===== src/rtl/arm_pkg.sv =====
// Shared constants for the 16-bit Harvard core sequencer and ALU.
// State one-hot codes double as the sequencer's state encoding.
package arm_pkg;

    localparam logic [3:0] ST_FETCH = 4'b0001;
    localparam logic [3:0] ST_EXEC1 = 4'b0010;
    localparam logic [3:0] ST_EXEC2 = 4'b0100;
    localparam logic [3:0] ST_EXEC3 = 4'b1000;

    // ALU subclasses live in IR[14:12] when IR[15] is set
    localparam logic [2:0] OP_LDR = 3'b110;
    localparam logic [2:0] OP_MUL = 3'b101;
    localparam logic [2:0] OP_STR = 3'b111;

    localparam logic [4:0] OP_NOP  = 5'b00000;
    localparam logic [4:0] OP_HALT = 5'b00001;
    localparam logic [4:0] OP_B    = 5'b00010;
    localparam logic [4:0] OP_BZ   = 5'b00011;

    typedef enum logic [3:0] {
        S_HALT  = 4'b0000,
        S_FETCH = ST_FETCH,
        S_EXEC1 = ST_EXEC1,
        S_EXEC2 = ST_EXEC2,
        S_EXEC3 = ST_EXEC3
    } seq_state_t;

endpackage


===== src/rtl/arm_pc.sv =====
// Program counter: increment on fetch, signed imm8 branch add.
// All arithmetic wraps modulo 2^PC_W.
module arm_pc #(
    parameter int PC_W = 8,
    parameter logic [PC_W-1:0] RST_PC = '0
) (
    input  logic            clk,
    input  logic            reset,
    input  logic            inc,
    input  logic            br_take,
    input  logic [7:0]      imm8,
    output logic [PC_W-1:0] pc
);

    logic [PC_W-1:0] off;

    assign off = PC_W'($signed(imm8));

    always_ff @(posedge clk or posedge reset) begin
        if (reset) begin
            pc <= RST_PC;
        end else if (inc) begin
            pc <= pc + PC_W'(1);
        end else if (br_take) begin
            pc <= pc + off;
        end
    end

endmodule


===== src/rtl/arm_seq.sv =====
// Instruction fetch and multi-cycle sequencer feeding the ALU stage.
// The state register is itself the one-hot state bus (HALT encodes as zero).
module arm_seq
    import arm_pkg::*;
#(
    parameter int PC_W = 8,
    parameter logic [PC_W-1:0] RST_PC = '0
) (
    input  logic            clk,
    input  logic            reset,
    input  logic            run,
    input  logic [15:0]     imem_data,
    input  logic            rd_zero,
    output logic [PC_W-1:0] imem_addr,
    output logic [4:0]      inst,
    output logic [2:0]      rd_sel,
    output logic [2:0]      rs_sel,
    output logic [3:0]      state,
    output logic            dmem_wen,
    output logic            halted,
    output logic [15:0]     retired
);

    seq_state_t cur, nxt;
    logic [15:0] ir;
    logic ir_load, pc_inc, br_take, last;
    logic is_ldr, is_mul, is_str, is_halt, is_br;

    assign is_ldr  = ir[15] && (ir[14:12] == OP_LDR);
    assign is_mul  = ir[15] && (ir[14:12] == OP_MUL);
    assign is_str  = ir[15] && (ir[14:12] == OP_STR);
    assign is_halt = (ir[15:11] == OP_HALT);
    assign is_br   = (ir[15:11] == OP_B)
                  || ((ir[15:11] == OP_BZ) && rd_zero);

    always_comb begin
        nxt     = cur;
        ir_load = 1'b0;
        pc_inc  = 1'b0;
        br_take = 1'b0;
        last    = 1'b0;
        unique case (cur)
            S_FETCH: begin
                if (run) begin
                    ir_load = 1'b1;
                    pc_inc  = 1'b1;
                    nxt     = S_EXEC1;
                end
            end
            S_EXEC1: begin
                br_take = is_br;
                if (is_halt) begin
                    nxt  = S_HALT;
                    last = 1'b1;
                end else if (is_ldr || is_mul) begin
                    nxt = S_EXEC2;
                end else begin
                    nxt  = S_FETCH;
                    last = 1'b1;
                end
            end
            S_EXEC2: begin
                if (is_mul) begin
                    nxt = S_EXEC3;
                end else begin
                    nxt  = S_FETCH;
                    last = 1'b1;
                end
            end
            S_EXEC3: begin
                nxt  = S_FETCH;
                last = 1'b1;
            end
            S_HALT:  nxt = S_HALT;
            default: nxt = S_FETCH;
        endcase
    end

    always_ff @(posedge clk or posedge reset) begin
        if (reset) begin
            cur     <= S_FETCH;
            ir      <= '0;
            retired <= '0;
        end else begin
            cur <= nxt;
            if (ir_load) ir <= imem_data;
            if (last) retired <= retired + 16'd1;
        end
    end

    arm_pc #(
        .PC_W   (PC_W),
        .RST_PC (RST_PC)
    ) u_pc (
        .clk     (clk),
        .reset   (reset),
        .inc     (pc_inc),
        .br_take (br_take),
        .imm8    (ir[7:0]),
        .pc      (imem_addr)
    );

    assign state    = cur;
    assign inst     = ir[15:11];
    assign rd_sel   = ir[10:8];
    assign rs_sel   = ir[7:5];
    assign dmem_wen = (cur == S_EXEC1) && is_str;
    assign halted   = (cur == S_HALT);

endmodule


===== config.mk =====
export PLATFORM = sky130hd
export DESIGN_NAME = arm_seq
export DESIGN_NICKNAME = d
export VERILOG_FILES = /design/src/rtl/arm_pkg.sv /design/src/rtl/arm_pc.sv /design/src/rtl/arm_seq.sv
export SDC_FILE = /design/constraint.sdc
export NUM_CORES = 1
export LEC_CHECK = 0
export BUFFER_PORTS_ARGS = -buffer_cell sky130_fd_sc_hd__buf_4
export CORE_MARGIN = 2
export CORE_UTILIZATION = 45
export CTS_CLUSTER_DIAMETER = 60
export DETAILED_ROUTE_END_ITERATION = 12
export PLACE_DENSITY = 0.69
export SLEW_MARGIN = 40
export SYNTH_ARGS = -nofsm -noshare
export SYNTH_HDL_FRONTEND = slang
export SYNTH_SLANG_ARGS = --single-unit
export TNS_END_PERCENT = 1

===== constraint.sdc =====
create_clock -name clk -period 2.96 [get_ports clk]
set_input_delay 0.296 -clock clk [delete_from_list [all_inputs] [get_ports clk]]
set_output_delay 0.296 -clock clk [all_outputs]
set_load 0.01 [all_outputs]

==> reports/metrics.yaml, run 1 <==
worst_setup_path:
  r2r_start: "state[0]"
  cp-start-kind: "register"
  cp.buffers_inverters: 1
  cp_top_family: "compound AO/OA/AOI/OAI gates"
  reg2reg_to: "u_pc.pc[7]"
  rrSetupSlack_ps: 240
  path_class: "reg2reg"
  cp.arrival_ps: 2910
  cpMaxStageDelayCell: "dfstp_2"
  crit_chain: "nand2_1, nor3_4, nand2b_4, inv_1, ha_1, a211o_1, a2111o_1, nand4b_1, nand3_2, xnor2_1"
  r2r_cells: 10
  endpoint_kind: "register"
  critical_path.max_stage_delay_ps: 620
  path_max_fanout: 9
  required_ps: 3150
routing:
  drt_iter0_markers: 68
  met3_length_um: 201
  viasPerCell: 5.16
  wire_per_inst_um: 14.4
  ant_nets: 0
  dr.pass1.iters: 4
  vias: 1775
  wl_met1_um: 2450
  drc: 0
  highest-signal-layer: "met4"
  finalWirelength_um: 4950
  dr_wl_met2_um: 2260
place:
  gp_congestion: 0.837
  dp_hpwl_um: 3650
  io_buffers: 60
  placed_cells: 334
  post-place-ws_ps: 199
synthesis:
  async_reset_ff_frac: 1.00
  synth-edff-count: 0
  synth_seq_cells: 44
  synth_fp_nets: 246
  ys_types: 45
  syn-cell-area_mm2: 0.00237
  synth_flop_cell: "dfrtp_1"
  yosysWarnings: 0
  avgSynthCellArea_um2: 10.9
  ys_seq_area_frac: 0.465
  syn_inst: 217
pwr:
  peakVddDrop_mv: 0.627
  p_per_area_mw_per_mm2: 952
  leakagePower_uw: 0.00148
layout:
  fillers: 480
  final_cells: 344
  final-seq-area_mm2: 0.00110
  multi_input_area_mm2: 0.00113
  fin_nets: 302
  layout_commonest_cell: "buf_4"
  num_antenna_cells: 0
  layout_common_cells: "66 x buf_4, 43 x dfrtp_1, 16 x nand2_1"
  syn2layout_area_growth_pct: 24.7
  drive_gt1_frac: 0.361
global_routing:
  grt_overflow: 0
  gr-usage-all-layers: 0.179
  grt_pass1_vias: 1693
  grt_max_degree: 28
  grt_pass1_wl_um: 8320
  antenna_found_initial: 0
timing:
  drv_slew: 0
  fin_hold_ws_ps: 4.33
  finalSetupTns_ps: 0
  fin_crit_ps: 2720
  clock_skew_ps: 6.14
  fmax_ghz: 0.368
  fin_ws_ps: 240
  worst_pin_slew_ps: 477
  slew-limit-headroom: 0.682
  setup_viol_count_final: 0
  grt_setup_unrepaired: "false"
  finalHoldViolations: 0
  post-route-period-util: 0.919
die:
  die_y_um: 76.6
  design.die.area_mm2: 0.00587
  io_pins: 61
  die_w_um: 76.6
  core_mm2: 0.00511
  row_count: 26
  start_util: 0.464
flow_run:
  drv_cap: 0
clock_network:
  cts_buffer_depth: 2
  cts.sink_count: 44
  clk_pin_slew_ps: 80
  clk_latency_ps: 290
  tritoncts: "built"
  cts-root-buf: "clkbuf_8"
  cts_buffers: 5
  hold_buffers: 0
  cts_max_level: 2
outcome:
  status: "finished clean"
min_path:
  worstHoldPathType: "in2async"
[layout make-up]
type | count | area share
Multi-Input combinational cell | 149 | 0.382
Sequential cell | 44 | 0.373
Timing Repair Buffer | 67 | 0.171
Tap cell | 70 | 0.0296
Clock buffer | 6 | 0.0245
Clock inverter | 2 | 0.0118
Inverter | 6 | 0.00803
[timing repair]
action,in CTS,in global routing
endpoints found under the setup margin,0,2
gates resized for setup,0,1
setup buffers,0,2
[metrics by stage]
step,utilization,instance area [um2],total power [uW]
3_5_place_dp,0.555,2830,2370
6_report,0.579,2960,2820
2_1_floorplan,-,2390,1990
5_1_grt,0.579,2960,3030
3_3_place_gp,0.554,2830,2350
4_1_cts,0.576,2940,2840
[power breakdown]
part | internal, uW | total, uW | switching, uW | leakage, uW
clock | 251 | 454 | 204 | 0.0000552
combinational | 709 | 1380 | 667 | 0.000865
sequential | 798 | 986 | 187 | 0.000560
total | 1760 | 2820 | 1060 | 0.00148
[worst register-to-register path: cells and delay by family, from the launching register on]
| kind | cells | cell delay (ps) |
|---|---|---|
| buffers and inverters | 1 | 50 |
| AOI/OAI and AO/OA | 2 | 790 |
| adders and majority gates | 1 | 290 |
| and+or+nand+nor | 5 | 740 |
| xor gates and xnor gates | 1 | 130 |
| DFF | 1 | 620 |
[worst max-delay path by stage]
| stage | from | endpoint | slack, ps | cells past startpoint |
|---|---|---|---|---|
| after CTS | state[0] | u_pc.pc[6] | 150 | 12 |
| after floorplan | state[1] | u_pc.pc[7] | 40 | 13 |
| final | state[0] | u_pc.pc[7] | 240 | 10 |
| after detailed placement | state[0] | u_pc.pc[7] | 200 | 10 |
| after global routing | state[0] | u_pc.pc[6] | 60 | 12 |
| after global placement | state[0] | u_pc.pc[7] | 280 | 10 |
[cell usage after synthesis, types with 2 or more instances]
cell type,n,area share
inv_1,6,0.0095
o21ai_0,4,0.0084
dfrtp_1,43,0.45
buf_2,3,0.0063
mux2_2,13,0.062
or2_2,2,0.0053
o21a_1,2,0.0063
buf_4,13,0.041
ha_1,8,0.042
o211a_1,2,0.0084
and3_1,2,0.0053
buf_6,2,0.0095
xor2_1,8,0.030
nor2_1,7,0.011
nand2_1,16,0.025
nand4b_1,3,0.011
nor4_1,7,0.018
a21o_1,7,0.022
a21oi_1,8,0.017
nand2b_1,3,0.0079
xnor2_1,13,0.048
nor3_1,8,0.017
nand3_1,3,0.0063
nor2b_1,7,0.018
nand4_1,7,0.018
[per-layer routing]
metal / up-vias / track usage
met2: 42 / 0.266
met4: 0 / 0.0655
met1: 854 / 0.263
li1: 877 / -
met3: 2 / 0.0320
met5: - / 0
[state kept, by name, indices dropped and copies added (netlist names)]
name     cells
ir          16
retired     16
state        4
u_pc.pc      8
[cells by family (layout without fill, tap and decap cells)]
| group | count (synthesis) | in the layout | synth area share |
|---|---|---|---|
| simple gates | 72 | 72 | 0.173 |
| flops | 44 | 44 | 0.465 |
| compound gates | 33 | 33 | 0.102 |
| buf+inv | 24 | 81 | 0.0665 |
| xor+xnor | 21 | 21 | 0.0775 |
| mux | 14 | 14 | 0.0659 |
| fa+ha+maj | 9 | 9 | 0.0506 |
Note: power is estimated with default switching activity, not from simulation.
==> run 2, diff against run 1 <==
--- a/config.mk
+++ b/config.mk
@@ -11,7 +11,7 @@
 export CTS_CLUSTER_DIAMETER = 60
 export DETAILED_ROUTE_END_ITERATION = 12
 export PLACE_DENSITY = 0.69
-export SLEW_MARGIN = 40
+export RECOVER_POWER = 100
 export SYNTH_ARGS = -nofsm -noshare
 export SYNTH_HDL_FRONTEND = slang
 export SYNTH_SLANG_ARGS = --single-unit
==> reports/metrics.yaml, run 2 (synthesis results as in run 1) <==
clock_network:
  cts_max_level: 2
  hold_buffers: 0
  cts_buffers: 5
  cts_buffer_depth: 2
  tritoncts: "built"
  clk_latency_ps: 300
  cts-root-buf: "clkbuf_8"
  clk_pin_slew_ps: 80
  cts.sink_count: 44
timing:
  post-route-period-util: 0.934
  fin_crit_ps: 2770
  finalSetupTns_ps: 0
  finalHoldViolations: 0
  worst_pin_slew_ps: 980
  drv_slew: 0
  fin_hold_ws_ps: 105
  setup_viol_count_final: 0
  fmax_ghz: 0.362
  clock_skew_ps: 5.19
  grt_setup_unrepaired: "false"
  slew-limit-headroom: 0.343
die:
  start_util: 0.464
  die_w_um: 76.6
  die_y_um: 76.6
  design.die.area_mm2: 0.00587
  core_mm2: 0.00511
  row_count: 26
  io_pins: 61
layout:
  drive_gt1_frac: 0.182
  reg_top3: "ir x16, retired x16, u_pc.pc x8"
  num_antenna_cells: 0
  layout_common_cells: "44 x clkbuf_1, 43 x dfrtp_1, 22 x buf_4"
  final_cells: 344
  syn2layout_area_growth_pct: 16.8
  fin_util: 0.542
  layout_commonest_cell: "clkbuf_1"
  fin_nets: 302
worst_setup_path:
  crit_path_start: "state[0]"
  cp.arrival_ps: 2960
  rrSetupSlack_ps: 190
  reg2reg_to: "u_pc.pc[7]"
  required_ps: 3150
  critical_path.max_stage_delay_ps: 610
  cpMaxStageDelayCell: "dfstp_2"
  path_class: "reg2reg"
  r2r_start: "state[0]"
  cp-start-kind: "register"
  endpoint_kind: "register"
  path_max_fanout: 9
  cp-endpoint: "u_pc.pc[7]"
  r2r_cells: 10
  crit_chain: "nand2_1, nor3_4, nand2b_1, inv_1, ha_1, a211o_1, a2111o_1, nand4b_1, nand3_2, xnor2_1"
global_routing:
  grt_overflow: 0
  grt_max_degree: 28
  grt_pass1_vias: 1693
  gr-usage-all-layers: 0.179
  grt_pass1_wl_um: 8320
  antenna_found_initial: 0
place:
  placed_cells: 334
  io_buffers: 60
  gp_congestion: 0.837
  dp_hpwl_um: 3650
pwr:
  leakagePower_uw: 0.00131
  total_power_uw: 2660
  peakVddDrop_mv: 0.557
  p_per_area_mw_per_mm2: 961
routing:
  vias: 1795
  finalWirelength_um: 4960
  ant_nets: 0
  viasPerCell: 5.22
  wire_per_inst_um: 14.4
  drc: 0
  drt_iter0_markers: 42
  dr.pass1.iters: 4
flow_run:
  drv_cap: 0
outcome:
  status: "finished clean"
min_path:
  worstHoldPathType: "in2async"
## run 2: cell count changes in the layout (fill, tap and decap cells not counted), sizes merged
cell / previous run / this run
buf: 67 / 23
clkbuf: 6 / 50
## run 2: what timing repair did
action / in CTS / in global routing
gates resized for setup: 0 / 1
setup buffers: 0 / 2
setup endpoints to repair: 0 / 2
## run 2: power by group
group          switching, uW  total, uW  leakage [uW]  internal [uW]
registers                178        976      0.000560            798
clock network            206        457     0.0000552            251
logic                    663       1230      0.000691            564
total                   1050       2660       0.00131           1610
## run 2: critical path, delay by kind of cell (launching register included)
kind,cells,cell delay (ps)
DFF,1,610
adders and majority gates,1,290
buffers and inverters,1,60
and+or+nand+nor,5,760
AOI/OAI and AO/OA,2,790
xor gates and xnor gates,1,140
## run 2: worst min path at each step
stage	start	endpoint	cells after the start
after floorplan	imem_data[1]	ir[1]	2
after global placement	reset	retired[3]	2
after detailed placement	reset	retired[2]	2
after CTS	reset	retired[5]	2
after global routing	reset	retired[7]	2
final	reset	retired[7]	2
## run 2: routing by layer
| metal | share of wire | vias to the layer above | wire, um | global-route usage |
|---|---|---|---|---|
| met5 | 0 | - | 0 | 0 |
| met2 | 0.45 | 39 | 2240 | 0.266 |
| met1 | 0.50 | 875 | 2460 | 0.263 |
| met3 | 0.038 | 5 | 189 | 0.0320 |
| li1 | - | 876 | - | - |
| met4 | 0.014 | 0 | 68 | 0.0655 |
## run 2: final cells by class
cell class                      instances  area [um2]
Fill cell                             522        2340
Clock buffer                            6        72.6
Multi-Input combinational cell        149        1100
Clock inverter                          2        35.0
Sequential cell                        44        1100
Tap cell                               70        87.6
Timing Repair Buffer                   67         345
Inverter                                6        22.5
## run 2: stage by stage
step	worst slack, ps	area (um2)
5_1_grt	34.0	2770
3_5_place_dp	199	2830
3_3_place_gp	278	2830
4_1_cts	151	2940
2_1_floorplan	37.5	2390
6_report	195	2770
==> run 3, diff against run 2 <==
--- a/config.mk
+++ b/config.mk
@@ -11,7 +11,6 @@
 export CTS_CLUSTER_DIAMETER = 60
 export DETAILED_ROUTE_END_ITERATION = 12
 export PLACE_DENSITY = 0.69
-export RECOVER_POWER = 100
 export SYNTH_ARGS = -nofsm -noshare
 export SYNTH_HDL_FRONTEND = slang
 export SYNTH_SLANG_ARGS = --single-unit
==> reports/metrics.yaml, run 3 (synthesis results as in run 1) <==
clock_network:
  cts_max_level: 2
  tritoncts: "built"
  hold_buffers: 0
  clk_pin_slew_ps: 80
  cts-root-buf: "clkbuf_8"
  cts.sink_count: 44
  cts_buffer_depth: 2
  cts_buffers: 5
  clk_latency_ps: 290
min_path:
  worstHoldPathType: "in2async"
timing:
  fin_ws_ps: 240
  grt_setup_unrepaired: "false"
  finalHoldViolations: 0
  fin_crit_ps: 2720
  fmax_ghz: 0.368
  fin_hold_ws_ps: 108
  clock_skew_ps: 6.14
  drv_slew: 0
  finalSetupTns_ps: 0
  setup_viol_count_final: 0
  slew-limit-headroom: 0.343
  post-route-period-util: 0.919
  worst_pin_slew_ps: 980
worst_setup_path:
  endpoint_kind: "register"
  cp_top_family: "compound AO/OA/AOI/OAI gates"
  cp.arrival_ps: 2910
  required_ps: 3150
  cp.buffers_inverters: 1
  path_max_fanout: 9
  critical_path.max_stage_delay_ps: 620
  cp-start-kind: "register"
  cpMaxStageDelayCell: "dfstp_2"
  crit_chain: "nand2_1, nor3_4, nand2b_4, inv_1, ha_1, a211o_1, a2111o_1, nand4b_1, nand3_2, xnor2_1"
  path_class: "reg2reg"
die:
  die_y_um: 76.6
  design.die.area_mm2: 0.00587
  start_util: 0.464
  core_mm2: 0.00511
  io_pins: 61
  row_count: 26
  die_w_um: 76.6
layout:
  num_antenna_cells: 0
  layout_commonest_cell: "buf_4"
  design_area_mm2: 0.00296
  syn2layout_area_growth_pct: 24.7
  fillers: 482
  fin_util: 0.579
  final-seq-area_mm2: 0.00110
  drive_gt1_frac: 0.358
  reg_top3: "ir x16, retired x16, u_pc.pc x8"
  layout_common_cells: "66 x buf_4, 43 x dfrtp_1, 16 x nand2_1"
  fin_nets: 302
  multi_input_area_mm2: 0.00113
routing:
  vias: 1775
  finalWirelength_um: 4950
  dr.pass1.iters: 4
  viasPerCell: 5.16
  drc: 0
  ant_nets: 0
  drt_iter0_markers: 68
  wire_per_inst_um: 14.4
global_routing:
  grtUsageMet1: 0.263
  grt_pass1_vias: 1693
  gr-usage-all-layers: 0.179
  grt-busiest-layer: "met2"
  met2_usage: 0.266
  antenna_found_initial: 0
  met3_usage: 0.0320
  grt_pass1_wl_um: 8320
  grt_overflow: 0
  grt_max_degree: 28
place:
  dp_hpwl_um: 3650
  gp_congestion: 0.837
  dpl_cell_area_mm2: 0.00283
  post-place-ws_ps: 199
  io_buffers: 60
pwr:
  leakagePower_uw: 0.00148
  p_per_area_mw_per_mm2: 952
  peakVddDrop_mv: 0.627
outcome:
  status: "finished clean"
flow_run:
  drv_cap: 0
[run 3: worst paths after layout]
check                        startpoint           to  slack, ps  cells past startpoint
max                            state[0]   u_pc.pc[7]        240                     10
min                               reset   retired[7]        110                      2
max reg2reg                    state[0]   u_pc.pc[7]        240                     10
min reg2reg                 retired[15]  retired[15]        470                      1
max in group asynchronous         reset        ir[1]       2130                      3
min in group clk           imem_data[6]        ir[6]        200                      2
[run 3: where the power goes]
| group | total [uW] | switching [uW] | internal [uW] |
|---|---|---|---|
| sequential | 986 | 187 | 798 |
| combinational | 1380 | 667 | 709 |
| clock | 454 | 204 | 251 |
| total | 2820 | 1060 | 1760 |
[run 3: per-layer routing]
metal  wire [um]  up-vias
met4          34        0
met3         201        2
met1        2450      854
li1            -      877
met2        2260       42
met5           0        -
[run 3: final cells by class]
| class | instances | share of cell area |
|---|---|---|
| multi-input combinational | 149 | 0.382 |
| inverter | 6 | 0.00761 |
| timing repair buffer | 67 | 0.171 |
| sequential | 44 | 0.373 |
| clock buffer | 6 | 0.0245 |
| clock inverter | 2 | 0.0118 |
| tap | 70 | 0.0296 |
[run 3: repair_timing]
action,4_1_cts,5_1_grt
setup endpoints to repair,0,2
setup buffers,0,2
gates resized for setup,0,1
[run 3: metrics by stage]
stage               total power, uW  std cells
floorplan                      1990        217
global placement               2350        334
detailed placement             2370        334
CTS                            2840        342
global route                   3030        344
finish                         2820        344
